==> src/rtl/picorv_boot_sequencer.sv <==
// picorv_boot_sequencer
//   Boot controller for the picorv32 core complex. Holds the core in reset,
//   accepts a program image on a 32-bit valid/ready stream (header word with
//   the byte count in [23:0], then payload words) and writes it byte-serially,
//   little-endian, into instruction memory. Releases core reset after a
//   settle delay and re-arms for a new image when the core traps.
//
// Ports:
//   clk                 system clock
//   resetn              asynchronous active-low reset
//   din / val_in        image stream data and valid
//   ready_upward        sequencer can accept din (IDLE and WORD only)
//   instr_config_wr_en  byte write strobe to instruction memory
//   instr_config_addr   byte address of the current write
//   instr_config_din    byte data of the current write
//   core_resetn         active-low reset to the core
//   trap                core trap indication (only looked at in RUN)
//   busy                high in every state except RUN
//   load_err            sticky: last header was illegal
module picorv_boot_sequencer #(
  parameter int ADDR_BITS     = 24,
  parameter int MAX_BYTES     = 16384,
  parameter int SETTLE_CYCLES = 4
) (
  input  logic                 clk,
  input  logic                 resetn,
  input  logic [31:0]          din,
  input  logic                 val_in,
  output logic                 ready_upward,
  output logic                 instr_config_wr_en,
  output logic [ADDR_BITS-1:0] instr_config_addr,
  output logic [7:0]           instr_config_din,
  output logic                 core_resetn,
  input  logic                 trap,
  output logic                 busy,
  output logic                 load_err
);

  typedef enum logic [2:0] {
    S_IDLE,
    S_WORD,
    S_EMIT,
    S_SETTLE,
    S_RUN
  } state_t;

  localparam int                CNT_W       = $clog2(SETTLE_CYCLES + 1);
  localparam logic [CNT_W-1:0]  SETTLE_LAST = CNT_W'(SETTLE_CYCLES);
  localparam logic [23:0]       MAX_N       = 24'(MAX_BYTES);

  // A legal image must fit the byte address counter without wrapping.
  if (64'(MAX_BYTES) > (64'd1 << ADDR_BITS)) begin : g_addr_check
    $error("MAX_BYTES does not fit in ADDR_BITS");
  end
  if (SETTLE_CYCLES < 1) begin : g_settle_check
    $error("SETTLE_CYCLES must be at least 1");
  end

  state_t                 state;
  logic [ADDR_BITS-1:0]   byte_addr;
  logic [23:0]            remaining;
  logic [1:0]             lane;
  logic [CNT_W-1:0]       settle_cnt;
  logic [31:0]            shreg;
  logic [23:0]            hdr_n;
  logic                   xfer;

  // ready is a pure state decode, forced low while reset is asserted.
  assign ready_upward = resetn && ((state == S_IDLE) || (state == S_WORD));
  assign xfer         = val_in && ready_upward;
  assign hdr_n        = din[23:0];

  always_ff @(posedge clk or negedge resetn) begin
    if (!resetn) begin
      state              <= S_IDLE;
      byte_addr          <= '0;
      remaining          <= '0;
      lane               <= '0;
      settle_cnt         <= '0;
      instr_config_wr_en <= 1'b0;
      instr_config_addr  <= '0;
      instr_config_din   <= '0;
      core_resetn        <= 1'b0;
      busy               <= 1'b1;
      load_err           <= 1'b0;
    end else begin
      instr_config_wr_en <= 1'b0;
      case (state)
        S_IDLE: begin
          if (xfer) begin
            if ((hdr_n == 24'd0) || (hdr_n > MAX_N)) begin
              load_err <= 1'b1;
            end else begin
              load_err  <= 1'b0;
              remaining <= hdr_n;
              byte_addr <= '0;
              state     <= S_WORD;
            end
          end
        end
        S_WORD: begin
          if (xfer) begin
            lane  <= 2'd0;
            state <= S_EMIT;
          end
        end
        S_EMIT: begin
          instr_config_wr_en <= 1'b1;
          instr_config_addr  <= byte_addr;
          instr_config_din   <= shreg[7:0];
          byte_addr          <= byte_addr + ADDR_BITS'(1);
          remaining          <= remaining - 24'd1;
          lane               <= lane + 2'd1;
          // Image end takes priority over word end; leftover bytes of a
          // partial final word are simply dropped.
          if (remaining == 24'd1) begin
            settle_cnt <= '0;
            state      <= S_SETTLE;
          end else if (lane == 2'd3) begin
            state <= S_WORD;
          end
        end
        S_SETTLE: begin
          // Counting starts in the cycle of the last write, so the core
          // leaves reset SETTLE_CYCLES+1 cycles after that write.
          if (settle_cnt == SETTLE_LAST) begin
            core_resetn <= 1'b1;
            busy        <= 1'b0;
            state       <= S_RUN;
          end else begin
            settle_cnt <= settle_cnt + CNT_W'(1);
          end
        end
        S_RUN: begin
          if (trap) begin
            core_resetn <= 1'b0;
            busy        <= 1'b1;
            state       <= S_IDLE;
          end
        end
        default: state <= S_IDLE;
      endcase
    end
  end

  // Byte shifter: data path only, no reset needed.
  always_ff @(posedge clk) begin
    if ((state == S_WORD) && xfer) begin
      shreg <= din;
    end else if (state == S_EMIT) begin
      shreg <= shreg >> 8;
    end
  end

endmodule

==> config.mk <==
export PLATFORM = sky130hd
export DESIGN_NAME = picorv_boot_sequencer
export DESIGN_NICKNAME = d
export VERILOG_FILES = /design/src/rtl/picorv_boot_sequencer.sv
export SDC_FILE = /design/constraint.sdc
export NUM_CORES = 1
export LEC_CHECK = 0
export CAP_MARGIN = 20
export CORE_ASPECT_RATIO = 1.25
export CORE_MARGIN = 2
export CORE_UTILIZATION = 35
export CTS_BUF_LIST = sky130_fd_sc_hd__clkbuf_2 sky130_fd_sc_hd__clkbuf_4 sky130_fd_sc_hd__clkbuf_8
export CTS_CLUSTER_SIZE = 30
export DETAILED_ROUTE_END_ITERATION = 12
export SKIP_CTS_REPAIR_TIMING = 1
export SLEW_MARGIN = 15
export SYNTH_ARGS = -nofsm -noshare
export SYNTH_HDL_FRONTEND = slang
export SYNTH_SLANG_ARGS = --single-unit
==> constraint.sdc <==
create_clock -name clk -period 2.41 [get_ports clk]
set_clock_uncertainty 0.05 [all_clocks]
set_input_delay 0.241 -clock clk [delete_from_list [all_inputs] [get_ports clk]]
set_output_delay 0.241 -clock clk [all_outputs]
set_load 0.005 [all_outputs]
==> results.tsv <==
stage	metric	value	unit
yosys	syn_inst	602	
place	hpwl	10300	um
final_layout	multi_input_area	2540	um^2
setup_path	arrival	2.77	ns
floorplan	die_area	18100	um^2
floorplan	rows	53	
timing	slew_headroom	63.3	%
global_routing	grt.busiest_layer	met2	
run	drv_cap	0	
yosys	syn_area_per_cell	9.91	um^2
global_routing	antenna_found_initial	0	
floorplan	die_x	121	um
final_layout	antenna_cells	0	
status	violations	negative setup slack	
yosys	synth_ff_type	dfrtp_1	
yosys	syn_area	5960	um^2
setup_path	crit_path_start_kind	flip-flop	
place	gp_congestion	0.784	
place	dpl_cell_area	7300	um^2
global_routing	met1_usage	20.1	%
setup_path	critical_path_class	reg2reg	
pwr	leakage	0.00330	uW
clocking	clock_path_buffers	2	
clocking	cts-root-buf	clkbuf_8	
timing	rsz0062_at_grt	yes	
routing	ant_nets	0	
timing	period_needed	2.44	ns
clocking	htreeDepth	4	
routing	drc	0	
pwr	max-vdd-ir-drop	0.428	mV
clocking	worstSkewPairLatency	0.45	ns
timing	min_period_over_period	101	%
floorplan	core-area	16800	um^2
status	status	complete, but fails checks	
setup_path	cp_max_fo	5	
setup_path	worstPathRequired	2.73	ns
routing	drt_iter0_markers	252	
setup_path	reg2reg_slack	-0.03	ns
yosys	yosys.area.top_type	dfrtp_1	
final_layout	fillCellCount	1608	
yosys	async_flop_share	74.2	%
routing	avgViaCountPerCell	5.11	
setup_path	cp-end-kind	flip-flop	
final_layout	drive_gt1_share	18.7	%
final_layout	seq_area	3260	um^2
timing	fin_setup_tns	-0.0435	ns
floorplan	ioPinCount	73	
worst_hold_path	hp-class	in2async	
timing	slew_viol_final	0	
yosys	ys.warnings.count	0	
yosys	synth-edff-count	32	
place	io_buffers	72	
routing	drtPass1Iterations	5	
yosys	yosysMostFrequentCell	nand2_1	
routing	dr_total_vias	4893	
place	post-place-ws	-0.0854	ns
routing	drt_wl_total	14600	um
pwr	power_density	991	nW/um^2
clocking	cts_tree	yes	
yosys	synthTopCellsByArea	dfrtp_1 38%, edfxtp_1 16%, nand2_1 7.2%, mux2_2 4.7%, o21ai_0 4.4%	
timing	finalSetupViolCount	2	
clocking	clk_pin_slew_worst_paths	0.07	ns
yosys	yosysSeqAreaShare	54.7	%
global_routing	use_met3	3.51	%
timing	holdWs	0.268	ns
timing	max_freq	409	MHz
yosys	synth_fp_nets	644	
timing	worst_slew_pin_slew	0.550	ns
final_layout	fin_nets	766	
timing	setup_slack	-0.0323	ns
timing	finalHoldViolations	0	
final_layout	syn2layout_area_growth	30.1	%
floorplan	die_h	150	um
floorplan	start_util	35.6	%
yosys	synth_common_cells	114 x nand2_1, 91 x dfrtp_1, 53 x o21ai_0	
global_routing	overflow	0	
yosys	ys_seq_elements	124	
global_routing	first_global_vias	4869	
global_routing	use_met2	28.9	%
pwr	total_power	7690	uW
global_routing	grt_pass1_wl	23800	um
yosys	yosysUniqueCellTypes	60	
routing	wire_per_inst	15.2	um
clocking	cts_sinks	124	
yosys	yosysTopAreaCellShare	38.2	%
final_layout	design_area	7760	um^2
clocking	cts_buffers	17	
global_routing	grt_max_degree	80	
global_routing	grt_usage	17.0	%
==> sequential cells by signal, indices dropped and copies added, names as in the netlist <==
register	cells
state	3
remaining	24
settle_cnt	3
shreg	32
lane	2
instr_config_wr_en	1
instr_config_din	8
core_resetn	1
busy	1
load_err	1
byte_addr	24
instr_config_addr	24
==> critical path, stage by stage, from the launching register on <==
cell and delay [ns]:
dfrtp_1 0.40, or4_4 0.55, or3_4 0.40, nand2b_4 0.17, or4_4 0.42, or3_1 0.31
o21ai_1 0.08
==> layout by cell type (no fill, tap or decap), types with 7 or more instances in the layout <==
master and instances:
edfxtp_1 32, and2_1 9, clkdlybuf4s50_1 71, and3_1 7, o21ai_0 50, a21oi_1 34
dfrtp_1 91, nor3_1 18, mux2_2 25, clkbuf_8 17, buf_4 57, xor2_1 16
nor2_1 50, or3_1 11, o211ai_1 7, nand2_1 113, inv_1 11, nand3_1 9
==> cell type report <==
class,count,area share [%]
flip-flops and latches,124,42.1
inverters,11,0.532
clock inverters,14,1.89
multi-input cells,436,32.7
clock buffers,18,3.11
well taps,220,3.55
repair buffers,134,16.1
==> path summary, 6_finish.rpt <==
| path | startpoint | end | depth (start not counted) |
|---|---|---|---|
| min reg2reg | shreg[2] | instr_config_din[2] | 2 |
| min | resetn | settle_cnt[2] | 3 |
| min in group clk | trap | core_resetn | 2 |
| max reg2reg | remaining[1] | remaining[21] | 6 |
| max | remaining[1] | remaining[21] | 6 |
| max in group asynchronous | resetn | instr_config_addr[17] | 4 |
==> cell families after synthesis <==
group | Yosys count | share of synthesized area (%)
buffers and inverters | 42 | 2.94
adder cells (fa/ha/maj) | 6 | 1.26
AND/OR/NAND/NOR | 264 | 21.5
flip-flops | 124 | 54.7
multiplexers | 29 | 5.45
AO/OA/AOI/OAI | 120 | 11.6
XOR/XNOR | 17 | 2.50
==> metal layers <==
| metal | part of all wire (%) | wire length [um] |
|---|---|---|
| met5 | 0 | 0 |
| met4 | 2.8 | 408 |
| met3 | 4.6 | 666 |
| met2 | 51 | 7430 |
| met1 | 42 | 6090 |
==> metrics by stage <==
step                      utilization (%)  instances
after floorplan                         -        602
after global placement               43.5        919
after detailed placement             43.5        919
after CTS                            45.8        951
after global routing                 46.2        957
final                                46.2        957
==> power breakdown <==
part           leakage, uW  total [uW]  internal [uW]  switching (uW)
Sequential         0.00150        3230           2850             380
Clock             0.000183        1820            928             894
Combinational      0.00161        2640           1180            1450
Total              0.00330        7690           4960            2730
No activity file was read; power rests on OpenSTA's default activity.
